File: src/rtl/imem_loader_pkg.sv
// Shared definitions for the instruction-ROM loader: FSM encodings, frame marker and
// the running checksum helper.
package imem_loader_pkg;

  localparam int          LDR_ADDR_W = 8;
  localparam logic [7:0]  LDR_SYNC   = 8'hA5;

  typedef enum logic [2:0] {
    S_IDLE = 3'd0,
    S_LEN  = 3'd1,
    S_DATA = 3'd2,
    S_CSUM = 3'd3,
    S_DONE = 3'd4,
    S_ERR  = 3'd5
  } ldr_state_t;

  function automatic logic [7:0] csum_add(input logic [7:0] acc, input logic [7:0] b);
    csum_add = acc + b;
  endfunction

endpackage

File: src/rtl/imem_loader_ctrl.sv
// Frame FSM for the ROM loader: tracks SYNC/LEN/payload/CSUM, compares the payload
// count against the latched length and emits one-cycle event strobes to the datapath.
module imem_loader_ctrl
  import imem_loader_pkg::*;
#(
  parameter logic [7:0] SYNC_BYTE = LDR_SYNC
) (
  input  logic       Clk,
  input  logic       Clr,
  input  logic       i_restart,
  input  logic       i_rx_valid,
  input  logic [7:0] i_rx_data,
  input  logic [8:0] i_count,
  input  logic [7:0] i_sum,
  output logic       o_rx_ready,
  output logic       o_len_evt,
  output logic       o_data_evt,
  output logic       o_good_evt,
  output logic       o_bad_evt,
  output logic       o_reload_evt
);

  ldr_state_t r_state;
  ldr_state_t w_state_nxt;
  logic [8:0] r_len;
  logic       r_rx_ready;
  logic       w_fire;
  logic       w_is_sync;

  assign o_rx_ready = r_rx_ready;
  assign w_fire     = i_rx_valid && r_rx_ready && !i_restart;
  assign w_is_sync  = (i_rx_data == SYNC_BYTE);

  // State, length and ready registers; ready is precomputed from the next state.
  always_ff @(posedge Clk or negedge Clr) begin
    if (!Clr) begin
      r_state    <= S_IDLE;
      r_len      <= 9'd0;
      r_rx_ready <= 1'b1;
    end else begin
      r_state    <= w_state_nxt;
      r_rx_ready <= (w_state_nxt != S_ERR);
      if (o_len_evt) begin
        r_len <= {(i_rx_data == 8'd0), i_rx_data};
      end
    end
  end

  // Next-state and event decode; a restart overrides any byte on the same edge.
  always_comb begin
    w_state_nxt  = r_state;
    o_len_evt    = 1'b0;
    o_data_evt   = 1'b0;
    o_good_evt   = 1'b0;
    o_bad_evt    = 1'b0;
    o_reload_evt = 1'b0;
    case (r_state)
      S_IDLE: begin
        if (w_fire && w_is_sync) w_state_nxt = S_LEN;
        else                     w_state_nxt = S_IDLE;
      end
      S_LEN: begin
        if (w_fire) begin
          o_len_evt   = 1'b1;
          w_state_nxt = S_DATA;
        end else begin
          w_state_nxt = S_LEN;
        end
      end
      S_DATA: begin
        if (w_fire) begin
          o_data_evt = 1'b1;
          if ((i_count + 9'd1) == r_len) w_state_nxt = S_CSUM;
          else                           w_state_nxt = S_DATA;
        end else begin
          w_state_nxt = S_DATA;
        end
      end
      S_CSUM: begin
        if (w_fire && (i_rx_data == i_sum)) begin
          o_good_evt  = 1'b1;
          w_state_nxt = S_DONE;
        end else if (w_fire) begin
          o_bad_evt   = 1'b1;
          w_state_nxt = S_ERR;
        end else begin
          w_state_nxt = S_CSUM;
        end
      end
      S_DONE: begin
        if (w_fire && w_is_sync) begin
          o_reload_evt = 1'b1;
          w_state_nxt  = S_LEN;
        end else begin
          w_state_nxt = S_DONE;
        end
      end
      S_ERR:   w_state_nxt = S_ERR;
      default: w_state_nxt = S_IDLE;
    endcase
    if (i_restart) begin
      w_state_nxt = S_IDLE;
    end else begin
      w_state_nxt = w_state_nxt;
    end
  end

endmodule

File: src/rtl/imem_loader.sv
// Writer side of the fetch-stage instruction ROM: loads a framed byte stream into the
// ROM write port and holds the CPU cleared until a checksummed image is in place.
module imem_loader
  import imem_loader_pkg::*;
#(
  parameter int                ADDR_W    = LDR_ADDR_W,
  parameter logic [7:0]        SYNC_BYTE = LDR_SYNC,
  parameter logic [ADDR_W-1:0] BASE_ADDR = '0
) (
  input  logic              Clk,
  input  logic              Clr,
  input  logic              restart,
  input  logic              rx_valid,
  input  logic [7:0]        rx_data,
  output logic              rx_ready,
  output logic              mem_we,
  output logic [ADDR_W-1:0] mem_addr,
  output logic [7:0]        mem_din,
  output logic              cpu_hold,
  output logic              done,
  output logic              err,
  output logic [8:0]        count
);

  logic              w_len_evt;
  logic              w_data_evt;
  logic              w_good_evt;
  logic              w_bad_evt;
  logic              w_reload_evt;
  logic              r_mem_we;
  logic [ADDR_W-1:0] r_mem_addr;
  logic [7:0]        r_mem_din;
  logic              r_cpu_hold;
  logic              r_done;
  logic              r_err;
  logic [8:0]        r_count;
  logic [7:0]        r_sum;

  imem_loader_ctrl #(.SYNC_BYTE(SYNC_BYTE)) u_ctrl (
    .Clk          (Clk),
    .Clr          (Clr),
    .i_restart    (restart),
    .i_rx_valid   (rx_valid),
    .i_rx_data    (rx_data),
    .i_count      (r_count),
    .i_sum        (r_sum),
    .o_rx_ready   (rx_ready),
    .o_len_evt    (w_len_evt),
    .o_data_evt   (w_data_evt),
    .o_good_evt   (w_good_evt),
    .o_bad_evt    (w_bad_evt),
    .o_reload_evt (w_reload_evt)
  );

  // Datapath: ROM write register, payload counter, checksum and sticky status.
  always_ff @(posedge Clk or negedge Clr) begin
    if (!Clr) begin
      r_mem_we   <= 1'b0;
      r_mem_addr <= BASE_ADDR;
      r_mem_din  <= 8'd0;
      r_cpu_hold <= 1'b1;
      r_done     <= 1'b0;
      r_err      <= 1'b0;
      r_count    <= 9'd0;
      r_sum      <= 8'd0;
    end else if (restart) begin
      r_mem_we   <= 1'b0;
      r_cpu_hold <= 1'b1;
      r_done     <= 1'b0;
      r_err      <= 1'b0;
      r_count    <= 9'd0;
    end else begin
      r_mem_we <= w_data_evt;
      if (w_len_evt) begin
        r_sum      <= 8'd0;
        r_count    <= 9'd0;
        r_mem_addr <= BASE_ADDR;
      end
      if (w_data_evt) begin
        r_mem_din  <= rx_data;
        r_mem_addr <= BASE_ADDR + ADDR_W'(r_count);
        r_count    <= r_count + 9'd1;
        r_sum      <= csum_add(r_sum, rx_data);
      end
      if (w_good_evt) begin
        r_done     <= 1'b1;
        r_cpu_hold <= 1'b0;
      end
      if (w_bad_evt) begin
        r_err      <= 1'b1;
        r_cpu_hold <= 1'b1;
      end
      if (w_reload_evt) begin
        r_done     <= 1'b0;
        r_cpu_hold <= 1'b1;
      end
    end
  end

  assign mem_we   = r_mem_we;
  assign mem_addr = r_mem_addr;
  assign mem_din  = r_mem_din;
  assign cpu_hold = r_cpu_hold;
  assign done     = r_done;
  assign err      = r_err;
  assign count    = r_count;

endmodule
File: config.mk
export PLATFORM = sky130hd
export DESIGN_NAME = imem_loader
export DESIGN_NICKNAME = d
export VERILOG_FILES = /design/src/rtl/imem_loader_pkg.sv /design/src/rtl/imem_loader_ctrl.sv /design/src/rtl/imem_loader.sv
export SDC_FILE = /design/constraint.sdc
export NUM_CORES = 1
export LEC_CHECK = 0
export CAP_MARGIN = 20
export CORE_ASPECT_RATIO = 1.75
export CORE_MARGIN = 4
export CORE_UTILIZATION = 40
export DETAILED_ROUTE_END_ITERATION = 8
export PLACE_DENSITY = 0.74
export SETUP_SLACK_MARGIN = 0.1
export SLEW_MARGIN = 40
export SYNTH_ARGS = -nofsm -noshare
export SYNTH_HDL_FRONTEND = slang
export SYNTH_SLANG_ARGS = --single-unit
File: constraint.sdc
create_clock -name Clk -period 2.2 [get_ports Clk]
set_input_delay 0.44 -clock Clk [delete_from_list [all_inputs] [get_ports Clk]]
set_output_delay 0.44 -clock Clk [all_outputs]
set_load 0.05 [all_outputs]
# After elaboration in Yosys (flattened, before gate mapping)
# Index checks and enable logic that the tools add are counted.
[word_totals]
input_bits = 12
output_inout_bits = 30
ff_bits = 50
[classes]
eq_ne = 9
add_sub_neg = 2
n_reduce_logical = 14
n_bitwise = 1
n_mux = 34
[op_table]
columns = ["operator", "n"]
rows = [
  ["9-bit two-way mux", 3],
  ["8-bit two-way mux", 3],
  ["1-bit two-way mux", 22],
  ["3-bit one-hot mux with 6 select lines", 1],
  ["3-bit two-way mux", 4],
  ["9-bit by 1-bit adder with 9-bit output, second input constant", 1],
  ["9-bit equality test", 1],
  ["8-bit adder", 1],
  ["8-bit equality test", 1],
  ["8-bit equality test, second input constant", 1],
  ["8-bit logical NOT", 1],
  ["3-bit by 2-bit equality test with 1-bit output, second input constant", 2],
  ["3-bit equality test, second input constant", 2],
  ["3-bit nonzero test", 2],
  ["1-bit logical AND", 4],
  ["2-bit AND reduction", 2],
  ["2-bit nonzero test", 2],
  ["4-bit nonzero test", 1],
  ["3-bit by 1-bit equality test with 1-bit output, second input constant", 1],
  ["3-bit logical NOT", 1],
  ["3-bit != test, second input constant", 1],
  ["2-bit two-way mux", 1],
  ["1-bit logical NOT", 1],
  ["1-bit inverter", 1],
]

# Longest topological paths before layout
[logic_depth]
ltp_word = 9
depth_mapped = 8

# Modules after synthesis
# A second synthesis with hierarchy kept.
[unflattened]
hier_cells = 275
area_unflattened_um2 = 2771.4
[modules_own_cells]
columns = ["module", "cells_each", "area_each_um2", "seq_area_each_um2", "n_inst"]
rows = [
  ["imem_loader", 166, 1690.4, 927.1, 1],
  ["imem_loader_ctrl", 109, 1081.0, 326.6, 1],
]

# Worst setup path after synthesis
# No wires, ideal clock.
[synth_timing]
kind = "register -> register"
start = "register r_count[0], in the netlist count[0]"
end = "register u_ctrl.r_state[0]"
path_stages_with_launch = 8
arrival_ps = 1972
path_slack_ps = 134
period_less_slack_ps = 2066
path_buffers = 0
required_ps = 2106
path_cell_list = "dfrtp_1 -> ha_1 -> nand3_1 -> nor2_1 -> xnor2_1 -> o211a_1 -> a41oi_1 -> a211oi_1"
[synth_via]
elab_chain_len = 6
[synth_rtl]
columns = ["item", "line_no", "source"]
rows = [
  ["start: declaration", "imem_loader.sv:36", "logic [8:0] r_count;"],
  ["start signal: assignment", "imem_loader.sv:82", "r_count <= r_count + 9'd1;"],
  ["9-bit by 1-bit adder with 9-bit output", "imem_loader_ctrl.sv:73", "if ((i_count + 9'd1) == r_len) w_state_nxt = S_CSUM;"],
  ["9-bit equality test", "imem_loader_ctrl.sv:73", ""],
  ["1-bit two-way mux", "imem_loader_ctrl.sv:73", ""],
  ["1-bit two-way mux", "imem_loader_ctrl.sv:71", "if (w_fire) begin"],
  ["3-bit one-hot mux with 6 select lines", "imem_loader_ctrl.sv:57", "case (r_state)"],
  ["3-bit two-way mux", "imem_loader_ctrl.sv:101", "if (i_restart) begin"],
  ["net u_ctrl.w_state_nxt[0]", "imem_loader_ctrl.sv:24", "ldr_state_t w_state_nxt;"],
  ["end signal: assignment", "imem_loader_ctrl.sv:41", "r_state <= w_state_nxt;"],
  ["end: declaration", "imem_loader_ctrl.sv:23", "ldr_state_t r_state;"],
]
# The timed path passes the listed nets, and every way through them passes these cells.
# A chain may end at the register's enable or synchronous reset.

# Final worst setup path
[layout_timing]
start = "register u_ctrl.r_rx_ready, in the netlist u_ctrl.o_rx_ready"
end = "output rx_ready"
[layout_lines]
columns = ["item", "line_no", "source"]
rows = [
  ["start: declaration", "imem_loader_ctrl.sv:26", "logic r_rx_ready;"],
  ["start signal: assignment", "imem_loader_ctrl.sv:42", "r_rx_ready <= (w_state_nxt != S_ERR);"],
  ["end: declaration", "imem_loader.sv:15", "output logic rx_ready,"],
]
# No word-level cell between the ends.

==> summary.md <==
| Metric | Value |
|---|---|
| Internal portion of total power | `around 0.0015 W` |
| Setup repair after global routing missed its margin | `no` |
| Clock insertion delay at the later pin of the skew report | `0.29 ns` |
| Count of TritonRoute iterations in the first routing pass | `4` |
| Capture instance of the worst register-to-register path | `u_ctrl.r_state[0]$_DFF_PN0_` |
| Critical path startpoint | `u_ctrl.o_rx_ready$_DFF_PN1_` |
| Critical Path Source Type | `flop` |
| Critical path fanouts, max | `3` |
| Depth of the worst register-to-register path | `6` |
| Die Height | `about 120 um` |
| Area of the core region | `6490 um2` |
| Final clock period utilization by the worst path | `0.9383` |
| Max clock buf depth | `2` |
| Area after DPL | `3331 um2` |
| DRC | `0` |
| Part of the total power dissipated in the clock network | `0.377` |
| Transition time at the pin with the least slew margin | `0.5105 ns` |
| Cell taking the most area after synthesis | `sky130_fd_sc_hd__dfrtp_1` |
| CP max stage delay | `0.80 ns` |
| HPWL after detailed placement | `5255 um` |
| Synthesis-stage register bit count | `50` |
| Most frequent cells after synthesis | `79 x sky130_fd_sc_hd__nand2_1, 48 x sky130_fd_sc_hd__dfrtp_1, 26 x sky130_fd_sc_hd__nand3_1` |
| Largest net degree at the start of global routing | `26` |
| Gpl congestion | `0.8945` |
| Number of failing hold endpoints at the final stage | `0` |
| Total of buffers placed on input and output ports | `41` |
| CP cell instances | `clkdlybuf4s50_1` |
| Root Buffer Master | `sky130_fd_sc_hd__clkbuf_16` |
| Clock-pin slew of the registers on the worst-case setup and hold paths | `0.07 ns` |
| CP endpoint | `rx_ready` |
| Net switching power | `0.0005082 W` |
| Area Growth Syn to Fin | `35.04%` |
| Worst IR Drop VDD | `between 0.0004 and 0.0005 V` |
| Final setup viols | `0` |
| Final setup margin | `0.1358 ns` |
| Worst Setup End Kind | `output pin` |
| Area of the die | `~8000 um2` |
| # IOs | `42` |
| Worst slew margin relative to its limit | `0.6586` |
| Antenna Violating Nets Remaining | `0` |
| Antenna violations before repair | `0` |
| Total GRT Usage | `0.1821` |
| Number of max-slew violations in the final report | `0` |
| Proportion of netlist area held by the largest area contributor | `0.4545` |
| Switching part of the total power | `0.2551` |
| Wire length of the first global-routing pass | `11650 um` |
| Worst reg2reg path startpoint | `count[3]$_DFFE_PN0P_` |
| Post-layout min period | `2.064 ns` |
| Cell type group with the largest total delay on the critical path | `buffers and inverters` |
| Leading cell type by number of instances after synthesis | `sky130_fd_sc_hd__nand2_1` |
| Clk sinks | `50` |
| Power per unit of standard cell area | `~560 nW/um2` |
| Initial standard-cell utilization of the core | `0.4072` |
| Number of maximum-capacitance constraint violations | `0` |
| Routed wirelength normalized by instance count | `approximately 16 um` |
| Total standard cell area after synthesis | `2643 um2` |
| DR vias/cell | `~5.3` |
| Layout Nets | `384` |
| Share of power burned in combinational logic | `0.139` |
| Row cnt | `39` |
| Reg power frac | `0.484` |
| Path type of the worst setup path | `reg2out` |
| Via count | `2380` |
| Iteration-0 DRC count of the detailed router | `166` |
| Count of flip-flops with a built-in enable after synthesis | `0` |
| Setup total negative slack | `0 ns` |
| Async set-reset flop share out of synthesis | `1.000` |
| Static leakage power | `1.730 nW` |
| Setup Slack @ Placement | `-0.4161 ns` |
| Required arrival time at the worst endpoint | `1.76 ns` |
| Synth Warn # | `0` |
| Hold-fix buffers at CTS | `0` |
| Total non-filler cell area in the finished layout | `3568 um2` |
| CTS tree | `done` |
| Highest clock rate | `between 0.4 and 0.5 GHz` |
| Result of the run | `completed` |
| Main synth FF type | `sky130_fd_sc_hd__dfrtp_1` |
| Clock buffer count from CTS | `5` |
| Final hold slack | `approximately 0.14 ns` |
| Count of buffer and inverter cells on the critical path | `1` |
| Overall overflow remaining after global route | `0` |
| Clock tree skew after final layout | `0.006790 ns` |
| Final Util | `0.5498` |
| Depth of the CTS H-tree | `2` |
| Worst reg-to-reg setup slack | `0.23 ns` |
| Layout cell share with drive strength beyond 1 | `0.1873` |
| Library cell contributing the largest single delay on the critical path | `sky130_fd_sc_hd__clkdlybuf4s50_1` |
| Mean Syn Cell Area | `~9 um2` |
| Final Routed Wirelength | `7073 um` |
| Number of instances in the synthesized netlist | `294` |
| Critical path depth | `1` |
| Chip Width | `between 60 and 70 um` |
| Area contributors post-synth | `sky130_fd_sc_hd__dfrtp_1 45%, sky130_fd_sc_hd__nand2_1 11%, sky130_fd_sc_hd__nand3_1 4.9%, sky130_fd_sc_hd__xnor2_1 4.6%, sky130_fd_sc_hd__ha_1 3.8%` |
| Diodes inserted | `0` |
| Count of different cell masters after synthesis | `49` |
| Sequential element share of the synthesized area | `0.4744` |
| Via count of the first global-routing pass | `2477` |
| Synthesized Nets | `315` |
| Hold crit path type | `in2async` |
| Crit path arrival time | `1.62 ns` |
-- flip-flops by register name, indices dropped and copies added, names as in the netlist --
register           flops
u_ctrl.r_state         3
count                  9
u_ctrl.r_len           9
err                    1
r_sum                  8
mem_addr               8
u_ctrl.o_rx_ready      1
done                   1
mem_din                8
cpu_hold               1
mem_we                 1
-- what timing repair did --
action	in CTS	in global routing
pin swaps	1	5
endpoints found under the setup margin	5	8
setup buffers	0	1
gates resized for setup	9	16
cloned	0	0
-- metrics by stage --
stage	instances	total power (W)
3_5_place_dp	437	0.001237
2_1_floorplan	294	0.001112
6_report	445	0.001993
5_1_grt	445	0.002067
3_3_place_gp	437	0.001231
4_1_cts	444	0.001996
-- worst min path at each step --
stage	from	endpoint	slack, ns	cells after the start
after global placement	Clr	mem_din[4]$_DFFE_PN0P_	0.46	2
after detailed placement	Clr	mem_din[2]$_DFFE_PN0P_	0.46	2
after global routing	Clr	mem_din[6]$_DFFE_PN0P_	0.17	2
after floorplan	Clr	count[0]$_DFFE_PN0P_	0.14	0
final	Clr	mem_din[6]$_DFFE_PN0P_	0.14	2
after CTS	Clr	count[8]$_DFFE_PN0P_	0.16	2
-- cell families after synthesis --
logic type                 synth area share
xor gates and xnor gates            0.06297
DFF                                  0.4744
AOI/OAI and AO/OA                    0.1132
muxes                               0.01184
buffers and inverters               0.03220
and+or+nand+nor                      0.2599
adders and majority gates           0.04546
-- layer usage --
metal	vias up	track usage	share of wire
li1	1144	-	-
met1	1133	0.1928	0.38
met2	70	0.3348	0.54
met3	33	0.02778	0.033
met4	0	0.1147	0.055
met5	-	0	0
-- layout make-up --
type	instances	area (um2)
multi-input cells	225	1381
fillers	590	2922
flip-flops and latches	50	1254
clock inverters	2	15.01
repair buffers	75	668.1
inverters	6	22.52
clock buffers	5	125.1
well taps	82	102.6
-- power by group through the flow --
| stage | registers (W) | logic [W] | clock network, W |
|---|---|---|---|
| after floorplan | 0.00101 | 0.000101 | 0 |
| after global placement | 0.000979 | 0.000252 | 0 |
| after detailed placement | 0.000980 | 0.000258 | 0 |
| after CTS | 0.000963 | 0.000267 | 0.000766 |
| after global routing | 0.000967 | 0.000301 | 0.000799 |
| final | 0.000965 | 0.000277 | 0.000752 |
-- placed cells by master (no fill, tap or decap), drive strengths merged, types with 7 or more instances in the layout --
cell           synthesis  layout
xnor2                 14      14
buf                   11      37
o21ai                 22      22
dfrtp                 48      48
nand2                 79      79
nand3                 27      27
dlymetal6s2s           0       7
clkdlybuf4s50          0      27
ha                     8       8
nor2                  15      15
a21oi                  8       8
No activity file was read; power rests on OpenSTA's default activity.
